File: src/rtl/cdb_arbiter.sv
// cdb_arbiter: picks one functional-unit result per cycle and registers it
// onto the common data bus (CDB) one cycle after the grant.
//
// Ports:
//   clk, rst          - rising-edge clock, synchronous active-high reset
//   flush             - squash: no new grant this cycle, priority held
//   req_valid         - per-requester "result ready"
//   req_tag/req_data  - packed per-requester tag/data (i at [i*W +: W])
//   req_grant         - one-hot combinational acceptance
//   cdb_valid/tag/data/src - registered broadcast
//
// Build option: define CDB_ARB_RR_EN for round-robin arbitration; without
// it the lowest-indexed valid requester always wins and no pointer exists.
module cdb_arbiter #(
    parameter int NUM_REQ = 4,
    parameter int TAG_W   = 5,
    parameter int DATA_W  = 32
) (
    input  logic                         clk,
    input  logic                         rst,
    input  logic                         flush,
    input  logic [NUM_REQ-1:0]           req_valid,
    input  logic [NUM_REQ*TAG_W-1:0]     req_tag,
    input  logic [NUM_REQ*DATA_W-1:0]    req_data,
    output logic [NUM_REQ-1:0]           req_grant,
    output logic                         cdb_valid,
    output logic [TAG_W-1:0]             cdb_tag,
    output logic [DATA_W-1:0]            cdb_data,
    output logic [$clog2(NUM_REQ)-1:0]   cdb_src
);

    localparam int SRC_W = $clog2(NUM_REQ);

    logic [TAG_W-1:0]  tag_arr  [NUM_REQ];
    logic [DATA_W-1:0] data_arr [NUM_REQ];

    for (genvar i = 0; i < NUM_REQ; i++) begin : g_unpack
        assign tag_arr[i]  = req_tag[i*TAG_W +: TAG_W];
        assign data_arr[i] = req_data[i*DATA_W +: DATA_W];
    end

    logic             found;
    logic [SRC_W-1:0] win_idx;
    logic             grant_en;

`ifdef CDB_ARB_RR_EN
    localparam logic [SRC_W:0] NREQ = (SRC_W+1)'(NUM_REQ);

    logic [SRC_W-1:0] ptr_q;
    logic [SRC_W-1:0] ptr_d;
    logic [SRC_W:0]   probe;

    // Search ascends from ptr and wraps modulo NUM_REQ.
    always_comb begin
        found   = 1'b0;
        win_idx = '0;
        probe   = '0;
        for (int k = 0; k < NUM_REQ; k++) begin
            probe = {1'b0, ptr_q} + (SRC_W+1)'(k);
            if (probe >= NREQ) begin
                probe = probe - NREQ;
            end
            if (!found && req_valid[probe[SRC_W-1:0]]) begin
                found   = 1'b1;
                win_idx = probe[SRC_W-1:0];
            end
        end
    end

    always_comb begin
        ptr_d = ptr_q;
        if (grant_en) begin
            if (win_idx == SRC_W'(NUM_REQ - 1)) begin
                ptr_d = '0;
            end else begin
                ptr_d = win_idx + SRC_W'(1);
            end
        end
    end

    always_ff @(posedge clk) begin
        if (rst) begin
            ptr_q <= '0;
        end else begin
            ptr_q <= ptr_d;
        end
    end
`else
    // Fixed priority: lowest index wins.
    always_comb begin
        found   = 1'b0;
        win_idx = '0;
        for (int k = 0; k < NUM_REQ; k++) begin
            if (!found && req_valid[SRC_W'(k)]) begin
                found   = 1'b1;
                win_idx = SRC_W'(k);
            end
        end
    end
`endif

    // Reset and flush both suppress the grant, so a pending transfer is
    // simply not accepted and the requester keeps holding it.
    assign grant_en = found && !rst && !flush;

    always_comb begin
        req_grant = '0;
        if (grant_en) begin
            req_grant = NUM_REQ'(1) << win_idx;
        end
    end

    logic              valid_q, valid_d;
    logic [TAG_W-1:0]  tag_q, tag_d;
    logic [DATA_W-1:0] data_q, data_d;
    logic [SRC_W-1:0]  src_q, src_d;

    // Payload holds when nothing is granted; only valid drops.
    always_comb begin
        valid_d = grant_en;
        tag_d   = tag_q;
        data_d  = data_q;
        src_d   = src_q;
        if (grant_en) begin
            tag_d  = tag_arr[win_idx];
            data_d = data_arr[win_idx];
            src_d  = win_idx;
        end
    end

    always_ff @(posedge clk) begin
        if (rst) begin
            valid_q <= 1'b0;
            tag_q   <= '0;
            data_q  <= '0;
            src_q   <= '0;
        end else begin
            valid_q <= valid_d;
            tag_q   <= tag_d;
            data_q  <= data_d;
            src_q   <= src_d;
        end
    end

    assign cdb_valid = valid_q;
    assign cdb_tag   = tag_q;
    assign cdb_data  = data_q;
    assign cdb_src   = src_q;

endmodule

File: config.mk
export PLATFORM = sky130hd
export DESIGN_NAME = cdb_arbiter
export DESIGN_NICKNAME = d
export VERILOG_FILES = /design/src/rtl/cdb_arbiter.sv
export SDC_FILE = /design/constraint.sdc
export NUM_CORES = 1
export LEC_CHECK = 0
export ABC_AREA = 1
export CAP_MARGIN = 20
export CORE_ASPECT_RATIO = 0.6
export CORE_MARGIN = 4
export CORE_UTILIZATION = 25
export CTS_CLUSTER_SIZE = 24
export DETAILED_ROUTE_END_ITERATION = 12
export GPL_ROUTABILITY_DRIVEN = 0
export PLACE_DENSITY = 0.69
export SLEW_MARGIN = 20
export SYNTH_ARGS = -nofsm -noshare
export SYNTH_HDL_FRONTEND = slang
export SYNTH_SLANG_ARGS = --single-unit
File: constraint.sdc
create_clock -name clk -period 2.18 [get_ports clk]
set_clock_uncertainty 0.1 [all_clocks]
set_input_delay 0.436 -clock clk [delete_from_list [all_inputs] [get_ports clk]]
set_output_delay 0.436 -clock clk [all_outputs]
set_load 0.005 [all_outputs]
Word level (Yosys, flattened, before mapping) --
Cells that the tools add are included.
Storage, ports and cells: output and inout port bits 44, flip-flop bits (word level) 40, logic and storage cells 23
Operators by class: reduce and logical (&&, ||, !) cells 6, $lt $le $gt $ge 1, multiplexer cells 10, shift-type cells 1, bitwise operators 1
Operators by type and width (number):
- binary-select mux 32 bit (select 2 bit) | 1
- two-way mux 32 bit | 2
- binary-select mux 5 bit (select 2 bit) | 1
- two-way mux 5 bit | 2
- two-way mux 4 bit | 1
- << shifter 1 x 2 -> 4 bit (first input constant) | 1
- greater-or-equal comparator 3 bit (second input constant) | 1
- logical AND 1 bit | 3
- logical NOT 1 bit | 3
- two-way mux 1 bit | 3
- inverter 2 -> 3 bit | 1

Logic depth before layout (Yosys ltp) --
depth in word-level cells 8, gate-level depth with buffers 8, depth with buffers taken out 6

Worst setup path after synthesis --
No wires, ideal clock.
path kind input to output, from in req_valid[1], to out req_grant[0], cell stages on the path 6, buffers on the path 2, data arrival time 1.088 ns, slack 0.556 ns, required time 1.644 ns, cell sequence buf_4 > inv_1 > nand2_2 > nand3_4 > buf_4 > nor2_1
On the way: longest elaborated chain between the ends 5, elaborated cells between the ends (all ways) 7
RTL lines:
- from (decl) | line 22 | input logic [NUM_REQ-1:0] req_valid,
- logical AND 1 bit (*) | line 94 | if (!found && req_valid[SRC_W'(k)]) begin
- two-way mux 1 bit | line 94
- logical AND 1 bit (2 in series) | line 104 | assign grant_en = found && !rst && !flush;
- two-way mux 4 bit (*) | line 108 | if (grant_en) begin
- to (decl) | line 25 | output logic [NUM_REQ-1:0] req_grant,
Every way passes the cells marked *; elsewhere a longest branch is shown, timed or not.

Worst setup path after layout --
from in rst, to out req_grant[1]
On the way: longest elaborated chain between the ends 4
RTL lines:
- from (decl) | line 20 | input logic rst,
- logical NOT 1 bit | line 104
- logical AND 1 bit (2 in series) | line 104
- two-way mux 4 bit | line 108
Every way passes these cells.

==> results.sh <==
export IMPL_p_comb_share_pct=24.2
export IMPL_grt_start_max_net_pins=39
export IMPL_start_util_pct=26.0
export IMPL_cp_start_kind="input pin"
export IMPL_synth_seq_cells=39
export IMPL_cp_required_ns=1.64
export IMPL_worst_slack_ns=0.198
export IMPL_die_x_um=126
export IMPL_htreeDepth=2
export IMPL_firstDrtPassIters=4
export IMPL_viasPerCell=4.09
export IMPL_holdCritPathClass="reg -> reg"
export IMPL_avgSynthCellArea_um2=5.99
export IMPL_min_period_over_period_pct=90.9
export IMPL_yosysWarnings=0
export IMPL_r2r_start="cdb_data[12]$_SDFFE_PP0P_"
export IMPL_dp_hpwl_um=4960
export IMPL_finalPower_uw=2040
export IMPL_p_clk_share_pct=36.9
export IMPL_cts_path_max_buffers=2
export IMPL_synthCells=346
export IMPL_cp_max_fo=3
export IMPL_switchingPower_uw=495
export IMPL_ys_types=17
export IMPL_pre_cts_ws_ns=-0.190
export IMPL_grt_pass1_wl_um=10900
export IMPL_clk_latency_ns=0.27
export IMPL_diodes=0
export IMPL_drive_gt1_share_pct=6.67
export IMPL_crit_end="req_grant[1]"
export IMPL_cts_tree="yes"
export IMPL_finalSetupTns_ns=0
export IMPL_ir_drop_v=0.000336
export IMPL_syn_to_final_growth_pct=70.3
export IMPL_die_area_mm2=0.00986
export IMPL_seqPwrFrac_pct=38.9
export IMPL_rows=25
export IMPL_holdPathStages=2
export IMPL_grt_pass1_vias=2370
export IMPL_synth_top_area_share_pct=37.7
export IMPL_cts_buffers=5
export IMPL_fillCellCount=844
export IMPL_p_int_uw=1540
export IMPL_timing_hold_ws_ns=0.366
export IMPL_final_max_slew_viol_count=0
export IMPL_cp_startpoint="rst"
export IMPL_power_leakage_uw=0.00173
export IMPL_r2r_end="cdb_data[12]$_SDFFE_PP0P_"
export IMPL_yosysSeqAreaShare_pct=37.7
export IMPL_drt_iter0_drc=92
export IMPL_ys_top_cells_by_area="dfxtp_1 38%, nand2_1 30%, nand3_1 9.2%"
export IMPL_ios=199
export IMPL_period_needed_ns=1.98
export IMPL_dieHeight_um=78.5
export IMPL_overflow=0
export IMPL_wl_per_cell_um=11.3
export IMPL_portBuffers=119
export IMPL_antenna_found_initial=0
export IMPL_ant_nets=0
export IMPL_setup_viol=0
export IMPL_cp_end_kind="output port"
export IMPL_status="completed"
export IMPL_wl_um=6490
export IMPL_vias=2344
export IMPL_path_class="in -> out"
export IMPL_rsz0062_at_grt="no"
export IMPL_hold_viol_final=0
export IMPL_drv_cap=0
export IMPL_grtUsageTotal_pct=13.3
export IMPL_cp_data_arrival_time_ns=1.45
export IMPL_clockRootBuffer="clkbuf_16"
export IMPL_yosysTopAreaCell="dfxtp_1"
export IMPL_ff2ff_setup_slack_ns=1.42
export IMPL_p_sw_share_pct=24.3
export IMPL_core_mm2=0.00798
export IMPL_fmax_mhz=505
export IMPL_p_per_area_mw_per_mm2=578
export IMPL_cts_sinks=39
export IMPL_drc=0
export IMPL_final_nets=619
export IMPL_syn_area_mm2=0.00207
export IMPL_r2r_cells=4
export IMPL_clk_pin_slew_ns=0.06
cell type report:
cell class | count | area, um2 | share of cell area, %
clock inverter | 1 | 7.51 | 0.213
multi-input combinational | 257 | 1060 | 29.9
inverter | 29 | 109 | 3.09
timing repair buffer | 132 | 1290 | 36.5
sequential | 39 | 781 | 22.1
clock buffer | 7 | 153 | 4.33
tap | 108 | 135 | 3.83
power by group through the flow:
| stage | registers [uW] | clock network (uW) | logic (uW) |
|---|---|---|---|
| CTS | 794 | 789 | 503 |
| global placement | 807 | 0 | 495 |
| global route | 799 | 820 | 553 |
| floorplan | 813 | 0 | 201 |
| finish | 793 | 752 | 494 |
| detailed placement | 810 | 0 | 500 |
layout by cell type, fill, tap and decap left out:
master           count
nand2_1            164
clkdlybuf4s50_1    115
nor2_1              47
dfxtp_1             39
nand3_1             38
inv_1               24
buf_4               13
inv_2                5
clkbuf_16            5
conb_1               3
dlygate4sd2_1        3
clkbuf_8             2
nor2_4               1
nand2_2              1
nand3_4              1
o21ai_4              1
nand2_4              1
clkinvlp_4           1
dlymetal6s2s_1       1
state kept, by name, indices dropped and copies added, names as in the netlist:
signal / cells
cdb_tag: 5
cdb_data: 32
cdb_valid: 1
cdb_src: 1
worst max-delay path, cell delays in order:
cell and delay (ns):
clkdlybuf4s50_1 0.47, inv_2 0.05, nand3_4 0.09, inv_2 0.04
nand2_1 0.07, inv_1 0.04, dlygate4sd2_1 0.25
cells in the mapped netlist (all sizes together):
cell type,number
dfxtp,39
nor2,48
o21ai,1
conb,1
nand3,39
nand2,166
buf,22
inv,29
clkbuf,1
per-stage QoR:
| stage | util, % | cell area, um2 | cells |
|---|---|---|---|
| final | 44.2 | 3530 | 573 |
| after global routing | 44.2 | 3530 | 573 |
| after CTS | 44.2 | 3530 | 573 |
| after detailed placement | 42.1 | 3360 | 564 |
| after global placement | 42.1 | 3360 | 564 |
| after floorplan | - | 2080 | 348 |
worst min path at each step:
stage	startpoint	to	slack, ns
finish	cdb_data[25]$_SDFFE_PP0P_	cdb_data[25]$_SDFFE_PP0P_	0.37
detailed placement	cdb_data[19]$_SDFFE_PP0P_	cdb_data[19]$_SDFFE_PP0P_	0.36
floorplan	cdb_data[0]$_SDFFE_PP0P_	cdb_data[0]$_SDFFE_PP0P_	0.36
global placement	cdb_data[19]$_SDFFE_PP0P_	cdb_data[19]$_SDFFE_PP0P_	0.36
CTS	cdb_data[25]$_SDFFE_PP0P_	cdb_data[25]$_SDFFE_PP0P_	0.37
global route	cdb_data[19]$_SDFFE_PP0P_	cdb_data[19]$_SDFFE_PP0P_	0.40
logic make-up (layout without fill, tap and decap cells):
group           count (synthesis)  after routing  share of synthesized area, %
flops                          39             39                          37.7
buf+inv                        52            169                          12.3
compound gates                  1              1                         0.241
simple gates                  253            253                          49.6
other cells                     1              3                         0.181
what timing repair did:
item / CTS / global route
hold buffers: 0 / 0
setup endpoints to repair: 2 / 1
resized for setup: 6 / 1
pin swaps: 1 / 0
setup buffers: 1 / 0
per-layer routing:
metal	track usage, %	share of wire [%]
met5	0	0
met4	1.95	0.26
met3	5.64	8.8
met2	21.9	44
met1	16.7	47
(Power assumes the default switching activity.)
